`config.mk`:
```
export PLATFORM = sky130hd
export DESIGN_NAME = tx_arbiter
export DESIGN_NICKNAME = d
export VERILOG_FILES = /design/src/rtl/tx_arbiter.sv
export SDC_FILE = /design/constraint.sdc
export NUM_CORES = 1
export LEC_CHECK = 0
export CORE_MARGIN = 4
export CORE_UTILIZATION = 40
export CTS_CLUSTER_SIZE = 24
export DETAILED_ROUTE_END_ITERATION = 6
export PLACE_DENSITY = 0.84
export SLEW_MARGIN = 30
export SYNTH_ARGS = -nofsm -noshare
export SYNTH_HDL_FRONTEND = slang
export SYNTH_SLANG_ARGS = --single-unit
```
`constraint.sdc`:
```
create_clock -name i_clk -period 2 [get_ports i_clk]
set_input_delay 0.4 -clock i_clk [delete_from_list [all_inputs] [get_ports i_clk]]
set_output_delay 0.4 -clock i_clk [all_outputs]
set_load 0.01 [all_outputs]
```
`src/rtl/tx_arbiter.sv`:
```
// tx_arbiter: two-source packet arbiter feeding a UART TX core
//   Purpose : locks the UART to one byte stream (CPU console or debug trace)
//             for a whole packet and alternates owners when both are waiting.
//   Ports   : i_clk            sole clock, rising edge
//             i_rst_n          asynchronous active-low reset
//             i_en             allows new grants (never aborts a packet)
//             i_cpu_valid/i_cpu_data/i_cpu_last, o_cpu_ready  CPU stream
//             i_dbg_valid/i_dbg_data/i_dbg_last, o_dbg_ready  debug stream
//             o_tx_stb/o_tx_data, i_tx_busy                   UART TX core
//             o_owner          00 none, 01 CPU, 10 debug
//             o_timeout        one-cycle pulse on a forced lock release
//   Option  : define TX_ARB_TIMEOUT_EN to release a stalled lock after
//             TIMEOUT cycles without owner valid; otherwise a lock is held
//             until the owner's last byte and o_timeout is tied low.
module tx_arbiter #(
    parameter int TIMEOUT = 1024
) (
    input  logic       i_clk,
    input  logic       i_rst_n,
    input  logic       i_en,
    input  logic       i_cpu_valid,
    input  logic [7:0] i_cpu_data,
    input  logic       i_cpu_last,
    output logic       o_cpu_ready,
    input  logic       i_dbg_valid,
    input  logic [7:0] i_dbg_data,
    input  logic       i_dbg_last,
    output logic       o_dbg_ready,
    output logic       o_tx_stb,
    output logic [7:0] o_tx_data,
    input  logic       i_tx_busy,
    output logic [1:0] o_owner,
    output logic       o_timeout
);
    typedef enum logic [1:0] {S_IDLE, S_SEND, S_WAIT} state_t;

    localparam logic [1:0] OWN_NONE = 2'b00;
    localparam logic [1:0] OWN_CPU  = 2'b01;
    localparam logic [1:0] OWN_DBG  = 2'b10;

    if (TIMEOUT < 1) begin : g_timeout_check
        $error("tx_arbiter: TIMEOUT must be at least 1");
    end

    state_t     state, state_nx;
    logic [1:0] owner_nx;
    logic       stb_nx;
    logic [7:0] data_nx;
    logic       prio, prio_nx;     // 1: debug wins a tie, 0: CPU wins
    logic       last_q, last_nx;   // last flag of the byte currently in flight
    logic       own_valid, own_last, send_ok, xfer, tmo_hit;
    logic [7:0] own_data;

    assign own_valid   = (o_owner == OWN_CPU && i_cpu_valid) || (o_owner == OWN_DBG && i_dbg_valid);
    assign own_data    = (o_owner == OWN_DBG) ? i_dbg_data : i_cpu_data;
    assign own_last    = (o_owner == OWN_DBG) ? i_dbg_last : i_cpu_last;
    assign send_ok     = (state == S_SEND) && !i_tx_busy;
    assign o_cpu_ready = send_ok && (o_owner == OWN_CPU);
    assign o_dbg_ready = send_ok && (o_owner == OWN_DBG);
    assign xfer        = send_ok && own_valid;

`ifdef TX_ARB_TIMEOUT_EN
    localparam int CW = $clog2(TIMEOUT + 1);

    logic [CW-1:0] idle_cnt;

    // Release on the edge at which the stall count would reach TIMEOUT.
    assign tmo_hit = (state == S_SEND) && !own_valid && (idle_cnt == CW'(TIMEOUT - 1));

    always_ff @(posedge i_clk or negedge i_rst_n) begin
        if (!i_rst_n) begin
            idle_cnt  <= '0;
            o_timeout <= 1'b0;
        end else begin
            idle_cnt  <= (state == S_SEND && !own_valid && !tmo_hit) ? idle_cnt + CW'(1) : '0;
            o_timeout <= tmo_hit;
        end
    end
`else
    assign tmo_hit   = 1'b0;
    assign o_timeout = 1'b0;
`endif

    always_ff @(posedge i_clk or negedge i_rst_n) begin
        if (!i_rst_n) begin
            state     <= S_IDLE;
            o_owner   <= OWN_NONE;
            o_tx_stb  <= 1'b0;
            o_tx_data <= 8'h00;
            prio      <= 1'b0;
            last_q    <= 1'b0;
        end else begin
            state     <= state_nx;
            o_owner   <= owner_nx;
            o_tx_stb  <= stb_nx;
            o_tx_data <= data_nx;
            prio      <= prio_nx;
            last_q    <= last_nx;
        end
    end

    always_comb begin
        state_nx = state;
        owner_nx = o_owner;
        stb_nx   = 1'b0;
        data_nx  = o_tx_data;
        prio_nx  = prio;
        last_nx  = last_q;
        case (state)
            S_IDLE: begin
                if (i_en && (i_cpu_valid || i_dbg_valid)) begin
                    state_nx = S_SEND;
                    owner_nx = (i_cpu_valid && (!i_dbg_valid || !prio)) ? OWN_CPU : OWN_DBG;
                end
            end
            S_SEND: begin
                if (xfer) begin
                    state_nx = S_WAIT;
                    stb_nx   = 1'b1;
                    data_nx  = own_data;
                    last_nx  = own_last;
                end else if (tmo_hit) begin
                    state_nx = S_IDLE;
                    owner_nx = OWN_NONE;
                    prio_nx  = (o_owner == OWN_CPU);
                end
            end
            S_WAIT: begin
                // busy only rises the cycle after the strobe, so the strobe
                // cycle itself must never count as "UART idle"
                if (!o_tx_stb && !i_tx_busy) begin
                    state_nx = last_q ? S_IDLE : S_SEND;
                    owner_nx = last_q ? OWN_NONE : o_owner;
                    prio_nx  = last_q ? (o_owner == OWN_CPU) : prio;
                end
            end
            default: state_nx = S_IDLE;
        endcase
    end
endmodule

```
======== Yosys cells after proc, flatten, opt, wreduce, memory -nomap -nowiden ========
Index checks and enable logic that the tools add are counted.
operators by class
  equality and inequality tests ........... 8
  muxes and demuxes ....................... 14
  reduce and logical (&&, ||, !) cells .... 22
operators with widths
  kind                                                              count
  2-bit two-way mux                                                 7
  1-bit logical AND                                                 9
  8-bit two-way mux                                                 1
  2-bit inequality test (second input constant)                     4
  2-bit one-hot mux with 3 select lines                             1
  3-bit AND reduction                                               2
  2-bit by 1-bit == test with 1-bit output (second input constant)  2
  2-bit == test (second input constant)                             2
  1-bit zero test                                                   4
  1-bit two-way mux                                                 4
  2-bit one-hot mux with 2 select lines                             1
  4-bit AND reduction                                               1
  1-bit logical OR                                                  3
  2-bit zero test                                                   1
  2-bit AND reduction                                               1
  2-bit nonzero test                                                1
storage, ports and cells
  register bits ........................... 15
  input port bits ......................... 24
  output and inout port bits .............. 14
  logic and storage cells ................. 50

======== Longest topological paths before layout ========
Gate-level depths: netlist (run 1).
  depth after elaboration ................. 6
  gate-level depth with buffers ........... 4
  mapped depth without buffers ............ 3

======== Least setup slack after synthesis (run 1) ========
No wires, ideal clock.
  path kind ............................... register to register
  start ................................... register state[1]
  end ..................................... register last_q
  setup time .............................. 125 ps
  arrival time ............................ 1403 ps
  data required time ...................... 1875 ps
  path slack .............................. 472 ps
  stages on the path, launching flop included .. 5
  path buffers ............................ 1
  clock period less this slack ............ 1528 ps
  cell sequence ........................... dfrtp_1 or3b_4 a21oi_4 buf_12 mux2_4
between the ends
  cells in the longest elaborated chain, start to end .. 4
RTL lines
  item                                          RTL line  RTL
  start: declaration                            45        state_t state, state_nx;
  start signal: assignment                      93        state <= state_nx;
  2-bit by 1-bit == test with 1-bit output (*)  57, 109
  1-bit logical AND                             57        assign send_ok = (state == S_SEND) && !i_tx_busy;
  1-bit logical AND                             60        assign xfer = send_ok && own_valid;
  2-bit AND reduction (no line) (*)             -
  end signal: assignment                        98        last_q <= last_nx;
  end: declaration                              50        logic last_q, last_nx;
Mark *: on every way between the ends. The rest lies on a longest branch, timed or not.
A chain may end at the register's enable or synchronous reset.

======== Final worst setup path (run 1) ========
  start ................................... input port i_tx_busy
  end ..................................... output port o_cpu_ready
between the ends
  cells in the longest elaborated chain, start to end .. 3
RTL lines
  item                RTL line  RTL
  start: declaration  31        input logic i_tx_busy,
  1-bit zero test     57
  1-bit logical AND   57
  1-bit logical AND   58        assign o_cpu_ready = send_ok && (o_owner == OWN_CPU);
  end: declaration    24        output logic o_cpu_ready,
No other way between the ends.

==> metrics.txt, run 1 <==
status=complete, no violations; Pre-Repair DR Iteration Count=2; Top delay family on crit path=simple AND/OR/NAND/NOR gates; die width=53.3 um; nets=132; global-route wire length before repair=2840 um; Worst-path clk slew=80 ps; gr ovfl total=0; core area=0.00196 mm2; Post-CTS Setup Inserts=0; Post-synth top flop=dfrtp_1; Yosys reg bits=15; hold_buf cts=0; n_diodes=0; cell with the most instances after synthesis=dfrtp_1; Total Routing Usage GR=0.141; via count of the first global-routing pass=670; RR Startpoint=state[1]; Lkg Pwr=0.542 nW; CP startpoint=i_tx_busy; DIE AREA=0.00284 mm2; drt wl/cell=13.4 um; final setup margin=48.5 ps; Slowest cell on crit path=clkdlybuf4s50_1; clock sink count=15; largest net degree at the start of global routing=16; worst path cell trace=clkdlybuf4s50_1, or3b_4, and2b_1, buf_2; Max-Cap Viols=0; CP Data Arrival Time=1550 ps; area grow syn2layout=53.3%; EDFF count, synth=0; post-route minimum period=1950 ps; TritonCTS clock tree=yes; ANT nets after route=0; CP bufs+invs=2; detailed-route via count=642; H-tree levels=1; total wire length=1790 um; # rows=16; critical hold path startpoint=prio; initial antenna violation count=0; Hold Vio Cnt, Final=0; dpl ws=-352 ps; hold crit path type=register to register; Synth Warn #=0; async set-reset flop share out of synthesis=1.00; area leader, netlist=dfrtp_1; Final Cycle Share=0.976; Setup Skew=4.01 ps; worst slew pin tran=648 ps; RSZ-0062 raised after global routing=no; syn_nets=86; PwrDens=1210 mW/mm2; crit path kind=input port to output port; Die Y=53.3 um; Final setup viols=0; share of the synthesized area in the top cell type=0.457; Ports=38; via-per-instance ratio=4.79; layout cell share with drive strength beyond 1=0.327; worst rel slew slack=0.567; Synth top cells by count=dfrtp_1, mux2_2, mux2_4, nand2_1; clk root buf=clkbuf_4; FMAX=512 MHz; routability cong.=0.738; worst skew pair latency=270 ps; largest cells by area after synthesis=dfrtp_1, mux2_2, mux2_4, a32o_1, buf_12; DP Wirelength=1440 um; CP Max Fanout=3; Initial Utilization=0.419; IO buf count=36; Worst Setup End Kind=output port; kind of start point of the critical path=input port; Synth Instances=62; number of max-slew violations in the final report=0; Max VDD drop=0.575 mV; area of the mapped netlist=822 um2; CTS max path bufs=2; Seq/Total Area, Yosys=0.457; DR iter-0 viols=3; number of buffers created by CTS=3; # DRC=0; Setup TNS=0 ps; largest stage delay on the critical path=430 ps; CP required=1600 ps; Synth cell types=24; synthesized area per cell=13.3 um2
power by group:
| group | switching (W) | internal, W |
|---|---|---|
| Combinational | 0.000276 | 0.000542 |
| Clock | 0.0000904 | 0.0000772 |
| Sequential | 0.000100 | 0.000444 |
| Total | 0.000467 | 0.00106 |
layer usage:
metal / part of all wire / vias to the layer above / GRT usage / wire length (um)
met4: 0 / 0 / 0.0511 / 0
met1: 0.38 / 310 / 0.151 / 688
li1: - / 309 / - / -
met3: 0.087 / 0 / 0.0338 / 156
met5: 0 / - / 0 / 0
met2: 0.53 / 23 / 0.263 / 949
state kept, by name, summed over array words and instances, names as in the netlist:
| register | cells |
|---|---|
| state | 2 |
| o_tx_stb | 1 |
| prio | 1 |
| o_tx_data | 8 |
| last_q | 1 |
| o_owner | 2 |
worst paths after layout:
kind	endpoint	slack, ps	depth (start not counted)
hold / removal	prio	510	1
max in group asynchronous	o_tx_data[1]	1070	1
min in group asynchronous	o_tx_data[3]	520	1
setup / recovery	o_cpu_ready	50	4
hold reg to reg	prio	510	1
setup reg to reg	o_tx_data[6]	320	5
logic make-up (layout without fill, tap and decap cells):
family	after synthesis	after routing	synth area share
buf+inv	4	49	0.0441
compound gates	6	6	0.0700
mux	19	19	0.292
simple gates	17	17	0.132
other cells	1	1	0.00456
flops	15	15	0.457
through the flow:
step	area [um2]	instances	power, W	hold WS, ps	util
6_report	1260	134	0.00153	511	0.642
5_1_grt	1260	134	0.00163	531	0.642
4_1_cts	1270	134	0.00156	517	0.647
3_5_place_dp	1240	130	0.00138	493	0.634
3_3_place_gp	1240	130	0.00136	495	0.634
2_1_floorplan	822	62	0.00101	104	-
layout make-up:
class / instances / area [um2]
clock buffers: 4 / 26.3
inverters: 1 / 3.75
repair buffers: 44 / 410
well taps: 27 / 33.8
fillers: 169 / 702
flip-flops and latches: 15 / 375
multi-input cells: 43 / 410
cell usage in the layout (no fill, tap or decap), types with 2 or more instances in the layout:
cell,count
dfrtp_1,15
clkbuf_4,3
nand2_1,4
and2b_1,2
nand3b_1,2
nand2b_1,2
mux2_2,12
mux2_4,7
a32o_1,2
clkdlybuf4s50_1,34
buf_4,8
repair_timing:
action | in CTS | in global routing
resized for setup | 4 | 3
endpoints found under the hold margin | 0 | 0
setup endpoints to repair | 2 | 2
pin swaps | 0 | 1
No activity file was read; power rests on OpenSTA's default activity.
==> run 2: changes to the inputs <==
- CORE_MARGIN: 4 -> not set
- clock period: 2 -> 1.8 ns (I/O delays scaled with it)
==> run 2 against run 1 <==
  * Clock skew is 2.8 ps lower
  * First-iteration DRC count is 67% higher
  * Sequential share of layout area is 0.69 points lower
==> metrics.txt, run 2 (synthesized netlist as in run 1, its figures left out) <==
Slowest cell on crit path=dfrtp_1; Hold Vio Cnt, Final=0; area grow syn2layout=56.9%; TritonCTS clock tree=yes; worst rel slew slack=0.563; layout cell share with drive strength beyond 1=0.339; CP required=1440 ps; CTS max path bufs=2; DP Wirelength=1300 um; Most flops, register=o_tx_data; detailed-route via count=646; gr ovfl total=0; CP Data Arrival Time=1360 ps; Fin Hold WS=475 ps; global-route wire length before repair=2750 um; DR iter-0 viols=5; final setup margin=76.4 ps; Lkg Pwr=0.563 nW; Placement Cell Area=0.00127 mm2; ANT nets after route=0; Final setup viols=0; most frequent cells in the layout=clkdlybuf4s50_1, dfrtp_1, mux2_2, buf_4, mux2_4; n_diodes=0; FMAX=580 MHz; Ports=38; CP Max Fanout=3; drt wl/cell=11.8 um; hold crit path type=input port to async pin; post-route minimum period=1720 ps; # DRC=0; via count of the first global-routing pass=647; core area=0.00194 mm2; Setup Skew=1.24 ps; hold_buf cts=0; most common cell after layout, fill and taps aside=clkdlybuf4s50_1; Total Routing Usage GR=0.176; clk root buf=clkbuf_4; Worst-path clk slew=80 ps; Pre-Repair DR Iteration Count=4; Final Core Density=0.664; worst slew pin tran=653 ps; dpl ws=-466 ps; kind of start point of the critical path=register; largest net degree at the start of global routing=16; PwrDens=1340 mW/mm2; # rows=16; Final Cycle Share=0.958; initial antenna violation count=0; Initial Utilization=0.423; largest registers=o_tx_data x8, o_owner x2, state x2; H-tree levels=1; largest stage delay on the critical path=390 ps; worst path cell trace=or3b_4, and2b_1, buf_2; number of buffers created by CTS=3; IO buf count=36; routability cong.=0.801; status=complete, no violations; Top delay family on crit path=simple AND/OR/NAND/NOR gates; total wire length=1600 um; Die Y=47.3 um; max FFs per register=8; clock sink count=15; die width=47.3 um; Pwr Total=0.00173 W; Worst Setup End Kind=output port; final instance area=0.00129 mm2; CP bufs+invs=1; DIE AREA=0.00224 mm2; worst skew pair latency=280 ps; via-per-instance ratio=4.75; Max VDD drop=0.914 mV; nets=134; crit path kind=register to output port; number of max-slew violations in the final report=0; RSZ-0062 raised after global routing=no; Max-Cap Viols=0
[run 2: cell types whose count changed in the layout (fill, tap and decap cells not counted), sizes merged]
cell and change:
clkdlybuf4s50 -1, buf +3, clkbuf -1, dlymetal6s2s +1
[run 2: where the power goes]
part           internal (W)  switching [W]  total, W
sequential         0.000494       0.000104  0.000598
clock             0.0000860       0.000103  0.000189
combinational      0.000625       0.000313  0.000938
[run 2: final timing paths]
| kind | from | endpoint | slack, ps | depth (start not counted) |
|---|---|---|---|---|
| setup / recovery | state[1] | o_cpu_ready | 80 | 3 |
| hold / removal | i_rst_n | o_tx_data[7] | 470 | 1 |
| setup reg to reg | state[1] | o_tx_data[1] | 150 | 5 |
| hold reg to reg | o_tx_data[1] | o_tx_data[1] | 510 | 1 |
| max in group asynchronous | i_rst_n | state[1] | 910 | 1 |
| min in group i_clk | i_tx_busy | state[1] | 480 | 4 |
[run 2: final cells by class]
class,instances,area [um2]
Clock buffer,4,26.3
Fill cell,154,652
Inverter,1,3.75
Multi-Input combinational cell,43,410
Sequential cell,15,375
Tap cell,27,33.8
Timing Repair Buffer,46,440
[run 2: what timing repair did]
| item | in CTS | in global routing |
|---|---|---|
| setup buffers | 0 | 0 |
| endpoints found under the setup margin | 2 | 2 |
| resized for setup | 8 | 1 |
| pin swaps | 0 | 1 |
[run 2: metal layers]
| metal | track usage | share of wire | up-vias |
|---|---|---|---|
| met1 | 0.244 | 0.44 | 296 |
| met3 | 0.0308 | 0.063 | 2 |
| li1 | - | - | 317 |
| met4 | 0.0514 | 0.0088 | 0 |
| met5 | 0 | 0 | - |
| met2 | 0.279 | 0.49 | 31 |
[run 2: through the flow]
stage               TNS [ps]  instances
global placement       -2910        132
CTS                    -58.5        136
finish                     0        136
detailed placement     -3160        132
global route               0        136
floorplan                  0         62
